[config.mk]
export PLATFORM = sky130hd
export DESIGN_NAME = tap_bram_arbiter
export DESIGN_NICKNAME = d
export VERILOG_FILES = /design/src/rtl/tap_bram_arbiter.sv
export SDC_FILE = /design/constraint.sdc
export NUM_CORES = 1
export LEC_CHECK = 0
export CAP_MARGIN = 20
export CORE_MARGIN = 3
export CORE_UTILIZATION = 39
export CTS_CLUSTER_SIZE = 40
export DETAILED_ROUTE_END_ITERATION = 8
export PLACE_DENSITY_LB_ADDON = 0.1
export SLEW_MARGIN = 20
export SYNTH_ARGS = -nofsm -noshare
export SYNTH_HDL_FRONTEND = slang
export SYNTH_SLANG_ARGS = --single-unit
export TNS_END_PERCENT = 5
[constraint.sdc]
create_clock -name aclk -period 6.3 [get_ports aclk]
set_input_delay 1.89 -clock aclk [delete_from_list [all_inputs] [get_ports aclk]]
set_output_delay 1.89 -clock aclk [all_outputs]
set_load 0.1 [all_outputs]
[src/rtl/tap_bram_arbiter.sv]
// Single-port arbiter for the tap coefficient BRAM, shared by the AXI-Lite slave path and the FIR core.
// The core has fixed priority, and a bounded starvation counter guarantees AXI progress.
module tap_bram_arbiter #(
  parameter int pDATA_WIDTH   = 32,
  parameter int TAP_NUM_WIDTH = 10,
  parameter int MAX_WAIT      = 4
) (
  input  logic                       aclk,
  input  logic                       areset,
  input  logic                       in_axi_rreq,
  input  logic                       in_axi_wreq,
  input  logic [TAP_NUM_WIDTH-1:0]   in_axi_A,
  input  logic [pDATA_WIDTH-1:0]     in_axi_Di,
  input  logic [pDATA_WIDTH/8-1:0]   in_axi_WE,
  output logic                       out_arbit_arready,
  output logic                       out_arbit_rvalid,
  output logic                       out_arbit_awready,
  output logic                       out_arbit_wready,
  input  logic                       in_core_req,
  input  logic [TAP_NUM_WIDTH-1:0]   in_core_A,
  output logic                       out_core_gnt,
  output logic                       out_core_rvalid,
  output logic                       out_bram_EN,
  output logic [pDATA_WIDTH/8-1:0]   out_bram_WE,
  output logic [TAP_NUM_WIDTH-1:0]   out_bram_A,
  output logic [pDATA_WIDTH-1:0]     out_bram_Di,
  input  logic [pDATA_WIDTH-1:0]     in_bram_Do,
  output logic [pDATA_WIDTH-1:0]     out_tap_Do,
  output logic [1:0]                 out_dbg_rd_owner,
  output logic [3:0]                 out_dbg_starve_cnt
);

  typedef enum logic [1:0] {
    RD_NONE = 2'd0,
    RD_AXI  = 2'd1,
    RD_CORE = 2'd2
  } rd_owner_e;

  localparam logic [3:0] MAX_W = 4'(MAX_WAIT);

  rd_owner_e                  rd_owner_q, rd_owner_d;
  logic [3:0]                 starve_q, starve_d;
  logic [TAP_NUM_WIDTH-1:0]   a_q, a_d;
  logic [pDATA_WIDTH-1:0]     di_q, di_d;

  logic axi_pend, force_axi;
  logic gnt_core, gnt_wr, gnt_rd;

  // Handshake: a request is held until its grant; the grant and the BRAM access
  // happen in the same cycle, and read data is valid for exactly one cycle, one
  // cycle after the grant. rvalid never waits for a consumer.
  assign axi_pend  = in_axi_rreq | in_axi_wreq;
  assign force_axi = axi_pend && (starve_q == MAX_W);

  always_comb begin
    gnt_core = 1'b0;
    gnt_wr   = 1'b0;
    gnt_rd   = 1'b0;
    if (!areset) begin
      if (force_axi) begin
        gnt_wr = in_axi_wreq;
        gnt_rd = ~in_axi_wreq;
      end else if (in_core_req) begin
        gnt_core = 1'b1;
      end else if (in_axi_wreq) begin
        gnt_wr = 1'b1;
      end else if (in_axi_rreq) begin
        gnt_rd = 1'b1;
      end
    end
  end

  always_comb begin
    rd_owner_d = RD_NONE;
    if (gnt_rd) begin
      rd_owner_d = RD_AXI;
    end else if (gnt_core) begin
      rd_owner_d = RD_CORE;
    end

    starve_d = starve_q;
    if (!axi_pend || gnt_wr || gnt_rd) begin
      starve_d = 4'd0;
    end else if (gnt_core && (starve_q < MAX_W)) begin
      starve_d = starve_q + 4'd1;
    end
  end

  // Address and write data keep their last driven value while the BRAM is idle.
  always_comb begin
    out_bram_EN = gnt_core | gnt_wr | gnt_rd;
    out_bram_WE = gnt_wr ? in_axi_WE : '0;
    out_bram_A  = a_q;
    out_bram_Di = di_q;
    if (gnt_core) begin
      out_bram_A = in_core_A;
    end else if (gnt_wr || gnt_rd) begin
      out_bram_A = in_axi_A;
    end
    if (gnt_wr) begin
      out_bram_Di = in_axi_Di;
    end
    a_d  = out_bram_A;
    di_d = out_bram_Di;
  end

  always_ff @(posedge aclk) begin
    if (areset) begin
      rd_owner_q <= RD_NONE;
      starve_q   <= 4'd0;
      a_q        <= '0;
      di_q       <= '0;
    end else begin
      rd_owner_q <= rd_owner_d;
      starve_q   <= starve_d;
      a_q        <= a_d;
      di_q       <= di_d;
    end
  end

  // rvalid is gated by reset so a read in flight is dropped in the reset cycle.
  assign out_arbit_rvalid   = (rd_owner_q == RD_AXI) && !areset;
  assign out_core_rvalid    = (rd_owner_q == RD_CORE) && !areset;
  assign out_arbit_arready  = gnt_rd;
  assign out_arbit_awready  = gnt_wr;
  assign out_arbit_wready   = gnt_wr;
  assign out_core_gnt       = gnt_core;
  assign out_tap_Do         = in_bram_Do;
  assign out_dbg_rd_owner   = rd_owner_q;
  assign out_dbg_starve_cnt = starve_q;

endmodule
Word-level counts from Yosys, hierarchy flattened
Cells that the tools add are included.
{"block": "word_totals", "ff_bits": 48, "latch_bits": 0, "mem_bits_rw": 0, "romBits": 0, "in_bits": 93, "output_inout_bits": 91, "elab_cells": 43, "memories": 0}
{"block": "op_classes", "addsub": 1, "multipliers": 0, "div_mod_pow": 0, "magnitude_cmp": 1, "eq_ne": 3, "n_shift": 0, "mux": 18, "bitwise": 4, "n_reduce_logical": 11}
{"op": "$mux W32", "count": 1}
{"op": "$mux W10", "count": 2}
{"op": "$mux W1", "count": 13}
{"op": "$add A4 B1 Y4 const B", "count": 1}
{"op": "$eq A4 B3 Y1 const B", "count": 1}
{"op": "$logic_and A1 B1 Y1", "count": 4}
{"op": "$lt A4 B3 Y1 const B", "count": 1}
{"op": "$mux W4", "count": 1}
{"op": "$reduce_or A2 Y1", "count": 2}
{"op": "$logic_or A1 B1 Y1", "count": 3}
{"op": "$or A1 B1 Y1", "count": 3}
{"op": "$eq A2 B1 Y1 const B", "count": 1}
{"op": "$eq A2 B2 Y1 const B", "count": 1}
{"op": "$logic_not A1 Y1", "count": 2}
{"op": "$mux W2", "count": 1}
{"op": "$not A1 Y1", "count": 1}

Logic depth before layout (Yosys ltp)
{"block": "depth", "ltp_word": 8, "ltp_mapped": 7, "depth_no_buf": 5}

Least setup slack after synthesis
No wires, ideal clock.
{"block": "synth_path", "path_kind": "input to output", "from": "in in_core_req", "to": "out out_arbit_arready", "t_arrival_ps": 6941, "t_required_ps": 4410, "slack_ps": -2531, "path_stages": 3, "path_buffers": 2, "path_cell_list": "buf_2 clkbuf_1 a2111oi_0"}
{"block": "synth_between", "elab_chain_len": 3}
{"element": "start: declaration", "line_no": "19", "source": "input logic in_core_req,"}
{"element": "$mux W1", "line_no": "63", "source": "end else if (in_core_req) begin"}
{"element": "$mux W1", "line_no": "60", "source": "if (force_axi) begin"}
{"element": "$mux W1", "line_no": "59", "source": "if (!areset) begin"}
{"element": "end: declaration", "line_no": "15", "source": "output logic out_arbit_arready,"}
Every way passes these cells.

Worst setup path after layout
{"block": "layout_path", "from": "in in_axi_wreq", "to": "out out_bram_Di[0]"}
{"block": "layout_between", "elab_chain_len": 5}
{"element": "start: declaration", "line_no": "11", "source": "input logic in_axi_wreq,"}
{"element": "$mux W1 / $or A1 B1 Y1 (equally long branches)", "line_no": "65, 52"}
{"element": "$mux W1 / $logic_and A1 B1 Y1 (equally long branches)", "line_no": "63, 53"}
{"element": "$mux W1 *", "line_no": "60"}
{"element": "$mux W1 *", "line_no": "59"}
{"element": "$mux W32 *", "line_no": "100", "source": "if (gnt_wr) begin"}
{"element": "end: declaration", "line_no": "26", "source": "output logic [pDATA_WIDTH-1:0] out_bram_Di,"}
Every way passes the cells marked *; elsewhere a longest branch is shown, timed or not.

==> flow_metrics.py <==
metrics = {
    "run_status": {
        "status": "finished clean",
    },
    "route": {
        "viasPerCell": 5.13,
        "drt_wl_total_microns": 7270,
        "num_vias": 2397,
        "wl_per_cell_microns": 15.6,
        "first_pass_iters": 4,
        "ant_nets": 0,
        "drt_iter0_drc": 59,
        "drc": 0,
    },
    "timing": {
        "finalSetupViolCount": 0,
        "hold_ws_ps": 462,
        "fmax_mhz": 171,
        "min_period_over_period_pct": 92.8,
        "slew_violations": 0,
        "worst_pin_slew_ps": 1020,
        "post-route-min-period_ps": 5850,
        "fin_ws_ps": 451,
        "hold_violations": 0,
        "rsz0062_at_grt": "no",
        "clock_skew_ps": 6.99,
        "slew-limit-headroom_pct": 31.8,
    },
    "power_and_ir_drop": {
        "p_leak_nw": 1.68,
        "irDropWorstVdd_uv": 129,
        "power_density_nw_per_um2": 218,
        "totalPowerFinal_w": 0.000967,
    },
    "synthesis": {
        "synth-edff-count": 0,
        "yosysWarnings": 0,
        "yosys_most_used_dff": "dfxtp_1",
        "synth_top_area_share_pct": 34.0,
        "ys_top_cells_by_area": "dfxtp_1, buf_4, mux2_2, o2bb2ai_1, a211oi_1",
        "yosysTopAreaCell": "dfxtp_1",
        "ys_types": 32,
        "syn_area_per_cell_sq_um": 9.75,
        "netlist_area_sq_um": 2830,
        "synth_nets": 385,
        "synthCells": 290,
        "async_flop_share_pct": 0,
        "seq_area_frac_synth_pct": 34.0,
        "synth.ff_latch_count": 48,
    },
    "global_routing": {
        "grtUsageMet1_pct": 22.2,
        "met3_usage_pct": 4.14,
        "antenna_found_initial": 0,
        "grt_pass1_wl_microns": 12000,
        "gr-total-overflow": 0,
        "met2_usage_pct": 29.4,
        "grt_pass1_vias": 2377,
        "top_usage_layer": "met2",
        "grt_usage_pct": 17.4,
        "grt_max_degree": 43,
    },
    "place": {
        "place_congestion": 0.717,
        "dp_hpwl_microns": 5260,
        "place_area_sq_um": 4320,
        "io_buffers": 119,
        "post-place-ws_ps": 444,
    },
    "layout": {
        "diodes": 0,
        "area_growth_syn_to_layout_pct": 56.5,
        "layout_commonest_cell": "clkdlybuf4s50_1",
        "nNetsFinal": 465,
        "register_area_sq_um": 961,
        "drive_gt1_share_pct": 31.3,
        "finish.instance_area_sq_um": 4430,
        "fill_cells": 582,
        "multi_input_area_sq_um": 1420,
        "layout_common_cells": "clkdlybuf4s50_1, buf_12, dfxtp_1, nand2_1, o2bb2ai_1",
    },
    "floorplanning": {
        "core_area_sq_um": 6910,
        "initial_core_util_pct": 40.9,
        "die_x_microns": 91.2,
        "num_rows": 30,
        "die_h_microns": 91.2,
        "io_pins": 184,
        "die-area_sq_um": 8310,
    },
    "setup_path": {
        "cp-start-kind": "input port",
        "cp.depth": 6,
        "critical_path.max_stage_delay_ps": 620,
        "r2r_setup_slack_ps": 4160,
        "path_cells": "clkdlybuf4s50_1 -> inv_1 -> a211oi_4 -> buf_4 -> mux2_2 -> buf_12",
        "cp_slowest_cell": "clkdlybuf4s50_1",
        "crit_path_max_fanout": 27,
        "endpoint_kind": "output pin",
        "crit_family": "buffers and inverters",
        "criticalPathCategory": "input port to output pin",
        "path_buf_inv": 4,
        "reg2regPathDepth": 5,
        "worst_ep_required_time_ps": 4410,
        "worstPathArrival_ps": 3960,
    },
    "clock_network": {
        "clk_path_buf_depth": 2,
        "cts-htree-levels": 2,
        "cts_tree": "done",
        "root_buffer": "clkbuf_8",
        "cts_hold_buf": 0,
        "cts_made_buffers": 5,
        "cts_setup_buffers": 0,
        "cts_resized": 0,
        "path_clk_slew_ps": 90,
        "clock-sinks": 48,
        "clock_latency_ps": 300,
    },
    "worst_hold_path": {
        "min_path_type": "register to register",
        "hold_path_depth": 2,
    },
    "run": {
        "max_cap_viol_count": 0,
    },
}
synth_stat cells, types with 2 or more instances:
cell / instances
a21oi_1: 16
ha_1: 2
o2bb2ai_2: 9
nand2_1: 36
and2_1: 5
dfxtp_1: 48
mux2_2: 22
o21ai_0: 3
nor3b_1: 2
a211oi_1: 20
mux2_4: 10
a2111oi_0: 12
buf_2: 6
inv_1: 16
buf_4: 33
clkbuf_1: 8
buf_8: 2
buf_6: 4
o2bb2ai_1: 23
per-layer routing:
metal / share of wire (%) / wire (microns) / up-vias
li1: - / - / 1178
met1: 43 / 3120 / 1131
met2: 50 / 3660 / 81
met3: 5.8 / 420 / 7
met4: 0.91 / 66 / 0
met5: 0 / 0 / -
registers in the layout (all words and copies together), names as in the netlist:
signal,flops
out_dbg_rd_owner,2
di_q,32
out_dbg_starve_cnt,4
a_q,10
cells by family after synthesis:
logic type / after synthesis / synth area share, %
DFF: 48 / 34.0
AOI/OAI and AO/OA: 87 / 26.0
and+or+nand+nor: 51 / 8.67
muxes: 32 / 14.1
buffers and inverters: 70 / 16.4
adders and majority gates: 2 / 0.885
stage by stage:
stage	util [%]	setup TNS, ps	cells
3_5_place_dp	62.5	0	459
6_report	64.1	0	467
2_1_floorplan	-	-8470	290
3_3_place_gp	62.5	0	459
4_1_cts	64.1	0	467
5_1_grt	64.1	0	467
worst register-to-register path, cell delays in order, from the launching register on:
cell       delay, ps
dfxtp_1          360
inv_1             70
ha_1             250
nand3b_4         240
a21oi_4          870
o2bb2ai_1        200
worst paths after layout:
check / from / end
hold / removal: di_q[13] / di_q[13]
setup / recovery: in_axi_wreq / out_bram_Di[0]
hold reg to reg: di_q[13] / di_q[13]
setup reg to reg: out_dbg_starve_cnt[1] / di_q[11]
cell type report:
class,instances,area share [%]
multi-input combinational,172,32.1
timing repair buffer,127,39.7
tap,96,2.71
clock buffer,6,1.64
clock inverter,2,0.791
inverter,16,1.36
sequential,48,21.7
report_power, final:
group | leakage (nW) | switching, W | internal (W)
Sequential | 0.394 | 0.00000697 | 0.000319
Clock | 0.0552 | 0.000103 | 0.000118
Combinational | 1.23 | 0.000260 | 0.000160
Total | 1.68 | 0.000370 | 0.000597
(Power assumes the default switching activity.)
